==> src/rtl/ram_event_tracer_if.sv <==
// RAM bus snoop signals plus the event-packet valid/ready channel.
// The tracer uses the slave modport; the bench/debug side uses master.
interface ram_event_tracer_if #(
  parameter int unsigned ADDR_W = 32,
  parameter int unsigned DATA_W = 32,
  parameter int unsigned TS_W   = 16
);
  logic [ADDR_W-1:0] ram_addr;
  logic [DATA_W-1:0] ram_store;
  logic [DATA_W-1:0] ram_load;
  logic              ram_ren;
  logic              ram_wen;
  logic [1:0]        ram_state;

  logic              evt_valid;
  logic              evt_ready;
  logic              evt_write;
  logic [ADDR_W-1:0] evt_addr;
  logic [DATA_W-1:0] evt_data;
  logic [TS_W-1:0]   evt_ts;

  modport master (
    output ram_addr, ram_store, ram_load, ram_ren, ram_wen, ram_state, evt_ready,
    input  evt_valid, evt_write, evt_addr, evt_data, evt_ts
  );

  modport slave (
    input  ram_addr, ram_store, ram_load, ram_ren, ram_wen, ram_state, evt_ready,
    output evt_valid, evt_write, evt_addr, evt_data, evt_ts
  );
endinterface

==> src/rtl/ram_event_tracer.sv <==
// Snoops a RAM port, turns each completed access into a timestamped packet,
// filters by access type and address window, and buffers packets in a FIFO.
module ram_event_tracer #(
  parameter int unsigned ADDR_W        = 32,
  parameter int unsigned DATA_W        = 32,
  parameter int unsigned DEPTH         = 16,
  parameter int unsigned TS_W          = 16,
  parameter int unsigned CNT_W         = 8,
  parameter logic [1:0]  CAPTURE_STATE = 2'd2
) (
  input  logic                     CLK,
  input  logic                     RST,
  input  logic                     clr,
  input  logic [1:0]               cfg_mode,
  input  logic [ADDR_W-1:0]        cfg_addr_lo,
  input  logic [ADDR_W-1:0]        cfg_addr_hi,
  ram_event_tracer_if.slave        bus,
  output logic [$clog2(DEPTH):0]   count,
  output logic                     overflow,
  output logic [CNT_W-1:0]         drop_cnt
);

  localparam int unsigned PtrW = $clog2(DEPTH);
  localparam int unsigned EntW = 1 + ADDR_W + DATA_W + TS_W;

  logic [TS_W-1:0]  ts_d, ts_q;
  logic             armed_d, armed_q;
  logic [PtrW-1:0]  wr_ptr_d, wr_ptr_q;
  logic [PtrW-1:0]  rd_ptr_d, rd_ptr_q;
  logic [PtrW:0]    count_d, count_q;
  logic             overflow_d, overflow_q;
  logic [CNT_W-1:0] drop_d, drop_q;

  logic [EntW-1:0]  mem [DEPTH];
  logic [EntW-1:0]  entry_in;
  logic [EntW-1:0]  head;

  logic hit, is_write, mode_ok, win_ok, accept;
  logic empty, full, pop, push, drop;

  // Qualify the bus cycle and apply the capture filters
  always_comb begin
    hit      = (bus.ram_state == CAPTURE_STATE) && (bus.ram_ren || bus.ram_wen);
    is_write = bus.ram_wen;
    mode_ok  = is_write ? cfg_mode[1] : cfg_mode[0];
    // An inverted window (lo > hi) can never satisfy both bounds
    win_ok   = (bus.ram_addr >= cfg_addr_lo) && (bus.ram_addr <= cfg_addr_hi);
    // armed_q limits capture to the first cycle of a contiguous hit run
    accept   = hit && armed_q && mode_ok && win_ok;
    entry_in = {is_write, bus.ram_addr, (is_write ? bus.ram_store : bus.ram_load), ts_q};
  end

  // FIFO bookkeeping; a pop in the same cycle frees the slot for a push on full
  always_comb begin
    empty = (count_q == '0);
    full  = (count_q == (PtrW + 1)'(DEPTH));
    pop   = !empty && bus.evt_ready;
    push  = accept && (!full || pop);
    drop  = accept && full && !pop;

    ts_d       = ts_q + 1'b1;
    armed_d    = !hit;
    wr_ptr_d   = wr_ptr_q;
    rd_ptr_d   = rd_ptr_q;
    count_d    = count_q;
    overflow_d = overflow_q;
    drop_d     = drop_q;

    if (clr) begin
      wr_ptr_d   = '0;
      rd_ptr_d   = '0;
      count_d    = '0;
      overflow_d = 1'b0;
      drop_d     = '0;
    end else begin
      if (push) wr_ptr_d = wr_ptr_q + PtrW'(1);
      if (pop)  rd_ptr_d = rd_ptr_q + PtrW'(1);
      if (push && !pop)      count_d = count_q + 1'b1;
      else if (pop && !push) count_d = count_q - 1'b1;
      if (drop) begin
        overflow_d = 1'b1;
        if (drop_q != '1) drop_d = drop_q + 1'b1;
      end
    end
  end

  // Control state register with synchronous reset
  always_ff @(posedge CLK) begin
    if (RST) begin
      ts_q       <= '0;
      armed_q    <= 1'b0;
      wr_ptr_q   <= '0;
      rd_ptr_q   <= '0;
      count_q    <= '0;
      overflow_q <= 1'b0;
      drop_q     <= '0;
    end else begin
      ts_q       <= ts_d;
      armed_q    <= armed_d;
      wr_ptr_q   <= wr_ptr_d;
      rd_ptr_q   <= rd_ptr_d;
      count_q    <= count_d;
      overflow_q <= overflow_d;
      drop_q     <= drop_d;
    end
  end

  // Packet storage; contents are don't-care until written
  always_ff @(posedge CLK) begin
    if (push && !clr && !RST) mem[wr_ptr_q] <= entry_in;
  end

  // Present the oldest entry, zero when empty
  always_comb begin
    head = empty ? '0 : mem[rd_ptr_q];
    {bus.evt_write, bus.evt_addr, bus.evt_data, bus.evt_ts} = head;
    bus.evt_valid = !empty;
    count         = count_q;
    overflow      = overflow_q;
    drop_cnt      = drop_q;
  end

endmodule

==> src/flat_wrapper.sv <==
// flat-port wrapper written by rule: the top's interface ports become plain ports
module ram_event_tracer_flat 
#(
  parameter int unsigned ADDR_W        = 32,
  parameter int unsigned DATA_W        = 32,
  parameter int unsigned DEPTH         = 16,
  parameter int unsigned TS_W          = 16,
  parameter int unsigned CNT_W         = 8,
  parameter logic [1:0]  CAPTURE_STATE = 2'd2
)
  (CLK, RST, clr, cfg_mode, cfg_addr_lo, cfg_addr_hi, count, overflow, drop_cnt, bus_ram_addr, bus_ram_store, bus_ram_load, bus_ram_ren, bus_ram_wen, bus_ram_state, bus_evt_ready, bus_evt_valid, bus_evt_write, bus_evt_addr, bus_evt_data, bus_evt_ts);
  ram_event_tracer_if #(.ADDR_W(ADDR_W), .DATA_W(DATA_W), .TS_W(TS_W)) bus_i ();
  input  logic CLK;
  input  logic RST;
  input  logic clr;
  input  logic [1:0] cfg_mode;
  input  logic [ADDR_W-1:0] cfg_addr_lo;
  input  logic [ADDR_W-1:0] cfg_addr_hi;
  output logic [$clog2(DEPTH):0] count;
  output logic overflow;
  output logic [CNT_W-1:0] drop_cnt;
  input wire logic [$bits(bus_i.ram_addr)-1:0] bus_ram_addr;
  input wire logic [$bits(bus_i.ram_store)-1:0] bus_ram_store;
  input wire logic [$bits(bus_i.ram_load)-1:0] bus_ram_load;
  input wire logic [$bits(bus_i.ram_ren)-1:0] bus_ram_ren;
  input wire logic [$bits(bus_i.ram_wen)-1:0] bus_ram_wen;
  input wire logic [$bits(bus_i.ram_state)-1:0] bus_ram_state;
  input wire logic [$bits(bus_i.evt_ready)-1:0] bus_evt_ready;
  output wire logic [$bits(bus_i.evt_valid)-1:0] bus_evt_valid;
  output wire logic [$bits(bus_i.evt_write)-1:0] bus_evt_write;
  output wire logic [$bits(bus_i.evt_addr)-1:0] bus_evt_addr;
  output wire logic [$bits(bus_i.evt_data)-1:0] bus_evt_data;
  output wire logic [$bits(bus_i.evt_ts)-1:0] bus_evt_ts;
  assign bus_i.ram_addr = bus_ram_addr;
  assign bus_i.ram_store = bus_ram_store;
  assign bus_i.ram_load = bus_ram_load;
  assign bus_i.ram_ren = bus_ram_ren;
  assign bus_i.ram_wen = bus_ram_wen;
  assign bus_i.ram_state = bus_ram_state;
  assign bus_i.evt_ready = bus_evt_ready;
  assign bus_evt_valid = bus_i.evt_valid;
  assign bus_evt_write = bus_i.evt_write;
  assign bus_evt_addr = bus_i.evt_addr;
  assign bus_evt_data = bus_i.evt_data;
  assign bus_evt_ts = bus_i.evt_ts;
  ram_event_tracer #(.ADDR_W(ADDR_W), .DATA_W(DATA_W), .DEPTH(DEPTH), .TS_W(TS_W), .CNT_W(CNT_W), .CAPTURE_STATE(CAPTURE_STATE)) u_core (.CLK(CLK), .RST(RST), .clr(clr), .cfg_mode(cfg_mode), .cfg_addr_lo(cfg_addr_lo), .cfg_addr_hi(cfg_addr_hi), .bus(bus_i), .count(count), .overflow(overflow), .drop_cnt(drop_cnt));
endmodule
==> config.mk <==
export PLATFORM = sky130hd
export DESIGN_NAME = ram_event_tracer_flat
export DESIGN_NICKNAME = d
export VERILOG_FILES = /design/src/rtl/ram_event_tracer_if.sv /design/src/rtl/ram_event_tracer.sv /design/src/flat_wrapper.sv
export SDC_FILE = /design/constraint.sdc
export NUM_CORES = 1
export LEC_CHECK = 0
export CAP_MARGIN = 20
export CORE_ASPECT_RATIO = 0.8
export CORE_UTILIZATION = 35
export CTS_CLUSTER_DIAMETER = 200
export DETAILED_ROUTE_END_ITERATION = 10
export GPL_TIMING_DRIVEN = 0
export MAX_ROUTING_LAYER = met4
export PLACE_DENSITY = 0.58
export SYNTH_ARGS = -nofsm -noshare
export SYNTH_HDL_FRONTEND = slang
export SYNTH_SLANG_ARGS = --single-unit
==> constraint.sdc <==
create_clock -name CLK -period 10.7 [get_ports CLK]
set_clock_uncertainty 0.05 [all_clocks]
set_input_delay 2.675 -clock CLK [delete_from_list [all_inputs] [get_ports CLK]]
set_output_delay 2.675 -clock CLK [all_outputs]
set_load 0.1 [all_outputs]
# ---- After elaboration in Yosys (flattened, before gate mapping)
# Memory sizes are Yosys's and may differ from the RTL's. A register that Yosys moved wholly into a read port is not among the register bits.
# Index checks and enable logic that the tools add are counted.
dict set report totals {
  register_bits 39
  ram_bits 1296
  word_cells 54
  memories 1
}
# memory words word_bits rd rd_ports_with_merged_regs write_ports line_no
set memory_table {}
lappend memory_table {u_core.mem 16 81 1 1 1 ram_event_tracer.sv:34} ;# logic [EntW-1:0] mem [DEPTH];
dict set report op_classes {
  add_sub_neg 6
  order_cmp 2
  eq_ne 3
  n_mux 9
  n_reduce_logical 26
}
# cell count
set op_table {}
lappend op_table {{$mux 81} 1}
lappend op_table {{$ge 32x32->1} 1}
lappend op_table {{$le 32x32->1} 1}
lappend op_table {{$mux 32} 1}
lappend op_table {{$add 16x1->16 const B} 1}
lappend op_table {{$logic_and 1x1->1} 13}
lappend op_table {{$mux 5} 2}
lappend op_table {{$add 4x1->4 const B} 2}
lappend op_table {{$add 8x1->8 const B} 1}
lappend op_table {{$mux 4} 2}
lappend op_table {{$ne 8x8->1 const B} 1}
lappend op_table {{$logic_not 1->1} 7}
lappend op_table {{$add 5x1->5 const B} 1}
lappend op_table {{$eq 5x5->1 const B} 1}
lappend op_table {{$logic_not 5->1} 1}
lappend op_table {{$sub 5x1->5 const B} 1}
lappend op_table {{$mux 1} 3}
lappend op_table {{$eq 2x2->1 const B} 1}
lappend op_table {{$logic_or 1x1->1} 2}
lappend op_table {{$reduce_and 2->1} 1}
lappend op_table {{$reduce_bool 2->1} 1}
lappend op_table {{$reduce_or 2->1} 1}

# ---- Logic depth before layout (Yosys ltp)
# Gate-level depths: netlist (run 1).
dict set report logic_depth {
  depth_word 10
  ltp_mapped 17
}

# ---- Worst setup path before layout (run 1)
# No wires, ideal clock.
dict set report synth_path {
  kind {input -> register}
  start {input cfg_addr_lo[13]}
  end {memory u_core.mem[0][0] (netlist bit) (enable)}
  setup_time_ns 0.619
  t_arrival_ns 10.139
  slack_ns -0.108
  cell_stages 10
  n_path_buf 0
  cell_sequence {inv_1 -> ha_1 -> nand4_2 -> or3_1 -> a221oi_2 -> o31ai_1 -> and4bb_4 -> nor3_2 -> nand3_1 -> nor3_1}
}
dict set report synth_between {
  elab_chain_cells 8
}
# item line_no
set synth_lines {}
lappend synth_lines {{from (decl)} flat_wrapper.sv:17} ;# input logic [ADDR_W-1:0] cfg_addr_lo;
lappend synth_lines {{$ge 32x32->1} ram_event_tracer.sv:47} ;# win_ok = (bus.ram_addr >= cfg_addr_lo) && (bus.ram_addr <= cfg_addr_hi);
lappend synth_lines {{$logic_and 1x1->1} ram_event_tracer.sv:47}
lappend synth_lines {{$logic_and 1x1->1} ram_event_tracer.sv:49} ;# accept = hit && armed_q && mode_ok && win_ok;
lappend synth_lines {{$logic_and 1x1->1} ram_event_tracer.sv:58} ;# push = accept && (!full || pop);
lappend synth_lines {{$logic_and 1x1->1 (2 in series)} ram_event_tracer.sv:110} ;# if (push && !clr && !RST) mem[wr_ptr_q] <= entry_in;
lappend synth_lines {{$mux 1} ram_event_tracer.sv:110}
lappend synth_lines {{$mux 1 (not written as such)} ram_event_tracer.sv:110}
lappend synth_lines {{to (decl)} ram_event_tracer.sv:34}
# No other way between the ends.

==> summary.txt, run 1 <==
Clock network
  – CTS clk-pin slew, worst paths: ~0.07 ns
  – Post-CTS sizing: 0
  – CTS tree: done
  – Post-CTS Setup Bufs: 0
  – CTS hold repair buffers: 0
  – H-tree Lvls: 3
  – Skew-Pair Late Insertion Delay: around 0.73 ns
  – CTS buffer count: 120
  – Clk root buf: clkbuf_16
  – Sink Count: ~1300
  – CTS max path bufs: 3

Cells and area
  – Final nets: around 3100
  – Final Util: 42.93%
  – # fillers: approximately 13000
  – Fin cells: 4998
  – Fin area: 0.06440 mm2
  – Footprint of the multi-input gates: approximately 0.013 mm2
  – Reg area: 0.03978 mm2
  – Most frequent cells in the layout: edfxtp_1 (1296), mux4_2 (405), clkdlybuf4s50_1 (264)
  – Share of layout cells above drive strength 1: between 20% and 30%
  – Layout area overhead: 21.68%
  – Commonest non-fill, non-tap cell in the layout: edfxtp_1

Power and ir drop
  – Peak supply drop: between 100 and 150 uV
  – PwrDens: 165.6 mW/mm2
  – Tot Pwr: 10.67 mW
  – LEAKAGE: around 20 nW

Floorplan
  – Die X: 436.8 um
  – Initial Utilization: a little over a third
  – Die Span Y: between 300 and 400 um
  – Die area: between 0.15 and 0.2 mm2
  – # IOs: 266
  – CORE AREA: about 0.15 mm2
  – FP Rows: 127

Placed design
  – Inst Count DP: around 4800
  – Setup WS pre-CTS: around 1.6 ns
  – Post-place instance area: a little over 0.06 mm2
  – IO buf count: ~260
  – Hpwl dp: between 90000 and 100000 um
  – RD Place Congestion: a little over 0.8

Logic synthesis
  – Synth top area share: between 70% and 80%
  – Synth Net Count: 2630
  – Synth Warn #: 0
  – Post-synthesis sequential area ratio: 75.16%
  – Cells after Synth: ~2400
  – Ys async rst share: 0%
  – Area contributors post-synth: edfxtp_1 (74%), mux4_2 (17%), ha_1 (1.8%)
  – Yosys top cell by area: edfxtp_1
  – FF+latch count, synth: 1339
  – Synthesized area: about 0.053 mm2
  – Yosys cell types: 48
  – Mean Syn Cell Area: 22.20 um2
  – Most used DFF post-synth: edfxtp_1
  – EDFF count, synth: about 1300

Min path
  – Hold_sp: u_core.overflow
  – Class of the worst hold path: flop to flop

Timing
  – Fin crit period: approximately 8.6 ns
  – Slew headroom: 18.65%
  – Fmax: 0.1170 GHz
  – Hold slack final: 0.4557 ns
  – Fin crit share: 79.91%
  – Count of final setup violators: 0
  – RSZ-0062 raised after global routing: false
  – Hold Vio Cnt, Final: 0
  – Worst Setup Slack, final: roughly 2.1 ns
  – Least-Margin Pin Slew: 1.220 ns
  – Setup TNS: 0 ns
  – Final-report max-slew violation count: 0

Detailed routing
  – Final wirelength: ~140000 um
  – Routed via count: roughly 26000
  – Final routed DRC violation total: 34
  – Pre-antenna DRT Iters: 8
  – Avg WL per Cell: 27.70 um
  – Final ANT Viol Nets: 0
  – First-iteration detailed-routing DRC count: roughly 2700
  – Vias/cell: ~5.3

Global route
  – Total gr overflow: 0
  – Initial antenna violation count: 2
  – Largest net degree at the start of global routing: 23
  – Vias in the first global route: between 20000 and 30000
  – First-pass GRT wire length: 195700 um
  – GR Util All Layers: 18.52%

Worst setup path
  – CP Cell Sequence: clkbuf_1, clkbuf_1, clkbuf_1, mux4_2, mux4_2, and2_1, clkdlybuf4s50_1
  – Slowest stage delay, CP: about 1 ns
  – Crit. End Element: primary output
  – Worst EP arrival: roughly 5.8 ns
  – Data required, critical path: 7.98 ns
  – FF-to-FF Start: u_core.armed_q
  – CP max stage cell: clkdlybuf4s50_1
  – Crit Path Max Fanout: 10
  – Worst reg-to-reg setup slack: ~5.6 ns
  – Crit-path most repeated cell: clkbuf_1
  – Critical path type: flop to primary output
  – CP Launch Type: flop

Job
  – Max-cap check violation count: 0

Run status
  – Status: complete, but fails checks
  – Failing checks: DRC
-- cells by family after synthesis --
group / synth area share, %
compound gates: 0.9669
xor+xnor: 0.3144
fa+ha+maj: 1.811
buf+inv: 1.329
flops: 75.16
mux: 17.93
simple gates: 2.489
-- critical path, delay by kind of cell, from the launching register on --
| family | cells | cell delay, ns |
|---|---|---|
| flip-flops | 1 | 0.33 |
| buffers and inverters | 4 | 3.42 |
| multiplexers | 2 | 1.06 |
| AND/OR/NAND/NOR | 1 | 0.27 |
-- synthesized netlist by cell type (2+ instances only) --
library cell and number:
o21ai_0 20, buf_1 33, nor4_1 6, and3_1 2, or4_1 3, a21o_1 6
xnor2_1 6, nand2b_1 4, nor2b_1 2, clkbuf_1 77, dfxtp_1 43, nor2_1 48
edfxtp_1 1296, nor3_1 5, nand4_1 15, a22o_1 2, and2_1 82, ha_1 75
nor3_2 2, or3_1 9, inv_1 73, mux4_2 405, a21oi_1 41, mux2_2 32
xor2_1 13, nand2_1 29, nand3_1 25, a211oi_1 4, nand3b_1 3, o31ai_1 5
-- sequential cells by signal, summed over array words and instances, names as in the netlist, named ones only --
register / flops
u_core.ts_q: 16
u_core.wr_ptr_q: 4
u_core.mem: 1296
u_core.drop_cnt: 8
u_core.count: 5
u_core.armed_q: 1
u_core.rd_ptr_q: 4
u_core.overflow: 1
-- final timing paths --
| kind | end | depth (start not counted) |
|---|---|---|
| worst max register to register | u_core.mem[0][27] | 12 |
| worst max-delay path | bus_evt_addr[22] | 7 |
| worst min-delay path | u_core.overflow | 2 |
| worst min register to register | u_core.overflow | 2 |
-- final cells by class --
class                      count  area share [%]
clock inverter                70          0.9889
sequential                  1339           61.77
timing repair buffer         382           7.643
clock buffer                 156           5.051
tap                         1999           3.884
inverter                      73          0.4255
buffer                       112          0.6664
multi-input combinational    860           19.55
antenna                        7         0.02720
-- routing by layer --
layer | global-route usage, % | share of wire [%] | up-vias
li1 | - | - | 11030
met1 | 24.61 | 42 | 14260
met2 | 30.10 | 50 | 984
met3 | 3.083 | 6.4 | 172
met4 | 3.846 | 2.0 | 0
met5 | - | 0 | -
-- power by group --
part	switching, mW	internal [mW]	leakage, nW
combinational	0.412	0.200	5.87
clock	1.88	2.42	1.90
sequential	0.00642	5.75	12.1
total	2.30	8.37	19.8
(Power assumes the default switching activity.)
==> run 2: changes to the inputs <==
Clock period 10.7 ns to 7.2 ns, I/O delays scaled along.
==> run 2 against run 1 <==
Net effect:
- the flow still finishes with violations (DRC)
- clock-buffer cell count unchanged
- final cell count up 0.18%
- total power up 48%
- critical path type is now input pin to flop
- largest power group unchanged
- highest routed layer unchanged
==> summary.txt, run 2 (synthesis gave the netlist of run 1 again) <==
Cells and area
  – Biggest register: u_core.mem
  – Final nets: around 3100
  – Commonest non-fill, non-tap cell in the layout: edfxtp_1
  – Max reg flops: approximately 1300
  – Share of layout cells above drive strength 1: 25.84%
  – Layout area overhead: 21.85%
  – Reg area: slightly below 0.04 mm2
  – # fillers: 12720
  – Footprint of the multi-input gates: 0.01259 mm2
  – Most frequent cells in the layout: edfxtp_1 (1296), mux4_2 (405), clkdlybuf4s50_1 (264)

Power and ir drop
  – LEAKAGE: ~20 nW
  – Psw: 3.399 mW
  – Switching share of total power: between 20% and 30%
  – Sequential power share: a little over half
  – Peak supply drop: approximately 200 uV
  – PwrDens: 245.6 mW/mm2
  – Comb pwr share: roughly 5.7%
  – Clock share of power: between 40% and 50%
  – Internal: between 10 and 15 mW

Timing
  – Count of final setup violators: 0
  – Slew headroom: roughly 26%
  – Fmax: 0.1411 GHz
  – Setup TNS: 0 ns
  – Fin crit share: a little over nine tenths
  – Fin crit period: 7.085 ns
  – Hold Vio Cnt, Final: 0
  – Hold slack final: around 0.45 ns
  – Least-Margin Pin Slew: approximately 1.1 ns
  – RSZ-0062 raised after global routing: false
  – Final-report max-slew violation count: 0

Detailed routing
  – Final ANT Viol Nets: 0
  – First-iteration detailed-routing DRC count: 2699
  – Vias/cell: between 5 and 6
  – Avg WL per Cell: ~28 um
  – Final wirelength: about 140000 um
  – Pre-antenna DRT Iters: 9
  – Routed via count: approximately 27000
  – Final routed DRC violation total: 51

Placed design
  – RD Place Congestion: between 0.8 and 0.9
  – Hpwl dp: between 90000 and 100000 um
  – IO buf count: between 200 and 300

Floorplan
  – Initial Utilization: a little over a third
  – Die Span Y: around 350 um
  – Die area: between 0.15 and 0.2 mm2
  – # IOs: 266
  – FP Rows: 127
  – Die X: 436.8 um
  – CORE AREA: between 0.15 and 0.2 mm2

Clock network
  – CTS buffer count: 120
  – CTS clk-pin slew, worst paths: 0.07 ns
  – CTS tree: done
  – CTS hold repair buffers: 0
  – Sink Count: approximately 1300
  – Skew-Pair Late Insertion Delay: ~0.73 ns
  – H-tree Lvls: 3
  – CTS max path bufs: 3
  – Clk root buf: clkbuf_16

Worst setup path
  – Crit. End Element: flop
  – Slowest stage delay, CP: 0.78 ns
  – Crit Path Max Fanout: 20
  – Crit-path most repeated cell: buf_12
  – CP Launch Type: input pin
  – CP top delay family: simple AND/OR/NAND/NOR gates
  – CP Cell Sequence: clkdlybuf4s50_1, ha_1, nand4_1, or3_1, a221oi_2, o31ai_1, and4bb_4, nor3_2, nand3_1, nor2_4, buf_12, buf_12
  – Worst EP arrival: ~7.5 ns
  – Critical path type: input pin to flop
  – Bufs and invs on worst path: 3
  – Data required, critical path: ~7.6 ns
  – CP max stage cell: clkdlybuf4s50_1

Global route
  – Vias in the first global route: roughly 27000
  – Initial antenna violation count: 1
  – Total gr overflow: 0
  – First-pass GRT wire length: between 150000 and 200000 um
  – Largest net degree at the start of global routing: 23
  – GR Util All Layers: 18.56%

Min path
  – Class of the worst hold path: flop to flop

Run status
  – Failing checks: DRC
  – Status: complete, but fails checks

Job
  – Max-cap check violation count: 0
[run 2: cell count changes in the layout (fill, tap and decap cells not counted)]
| cell | delta |
|---|---|
| buf_8 | -8 |
| dfxtp_2 | +1 |
| dfxtp_1 | -1 |
| diode_2 | -2 |
| buf_1 | -7 |
| buf_4 | +21 |
| clkbuf_1 | -12 |
| clkdlybuf4s15_2 | +7 |
| clkbuf_2 | +10 |
[run 2: tightest hold or removal path, cell delays in order, from the launching register on]
cell and delay, ns:
dfxtp_1 0.35, a21oi_1 0.05, nor2_1 0.07
[run 2: path summary, 6_finish.rpt]
check / start / end / slack, ns / depth (start not counted)
hold / removal: u_core.overflow / u_core.overflow / 0.45 / 2
setup reg to reg: u_core.armed_q / u_core.mem[5][21] / 2.47 / 10
setup / recovery: bus_ram_addr[11] / u_core.mem[5][21] / 0.11 / 12
hold reg to reg: u_core.overflow / u_core.overflow / 0.45 / 2
[run 2: power by group through the flow]
stage | registers (mW) | clock network, mW | logic [mW]
after floorplan | 8.72 | 0 | 0.521
after global placement | 8.72 | 0 | 0.874
after detailed placement | 8.72 | 0 | 0.919
after CTS | 8.55 | 6.49 | 0.921
after global routing | 8.55 | 6.78 | 0.961
final | 8.56 | 6.38 | 0.905
[run 2: stage by stage]
| stage | cell area (um2) | std cells | setup slack [ns] | utilization (%) | total power [mW] |
|---|---|---|---|---|---|
| floorplan | 52950 | 2384 | -0.5625 | - | 9.245 |
| global placement | 58090 | 4647 | -8.309 | 38.73 | 9.594 |
| detailed placement | 60300 | 4752 | -1.026 | 40.20 | 9.641 |
| CTS | 64320 | 4985 | 0.006577 | 42.88 | 15.97 |
| global route | 64480 | 5003 | 0.009550 | 42.99 | 16.29 |
| finish | 64490 | 5007 | 0.1149 | 42.99 | 15.84 |
[run 2: layer usage]
layer / share of wire (%) / GRT usage, % / wire, um
met5: 0 / - / 0
met4: 2.0 / 3.925 / 2762
met3: 6.7 / 3.238 / 9309
met2: 50 / 30.11 / 68980
met1: 41 / 24.57 / 57430
[run 2: layout make-up]
type                            instances  share of cell area [%]
Tap cell                             1999                   3.878
Antenna cell                            5                 0.01940
Timing Repair Buffer                  395                   7.691
Multi-Input combinational cell        860                   19.52
Clock buffer                          156                   5.044
Inverter                               73                  0.4249
Buffer                                110                  0.7547
Clock inverter                         70                  0.9875
Sequential cell                      1339                   61.68
[run 2: what timing repair did]
| item | CTS | global route |
|---|---|---|
| pin swaps | 8 | 5 |
| gates resized for setup | 25 | 0 |
| endpoints found under the setup margin | 221 | 86 |
| buffers inserted | 9 | 12 |
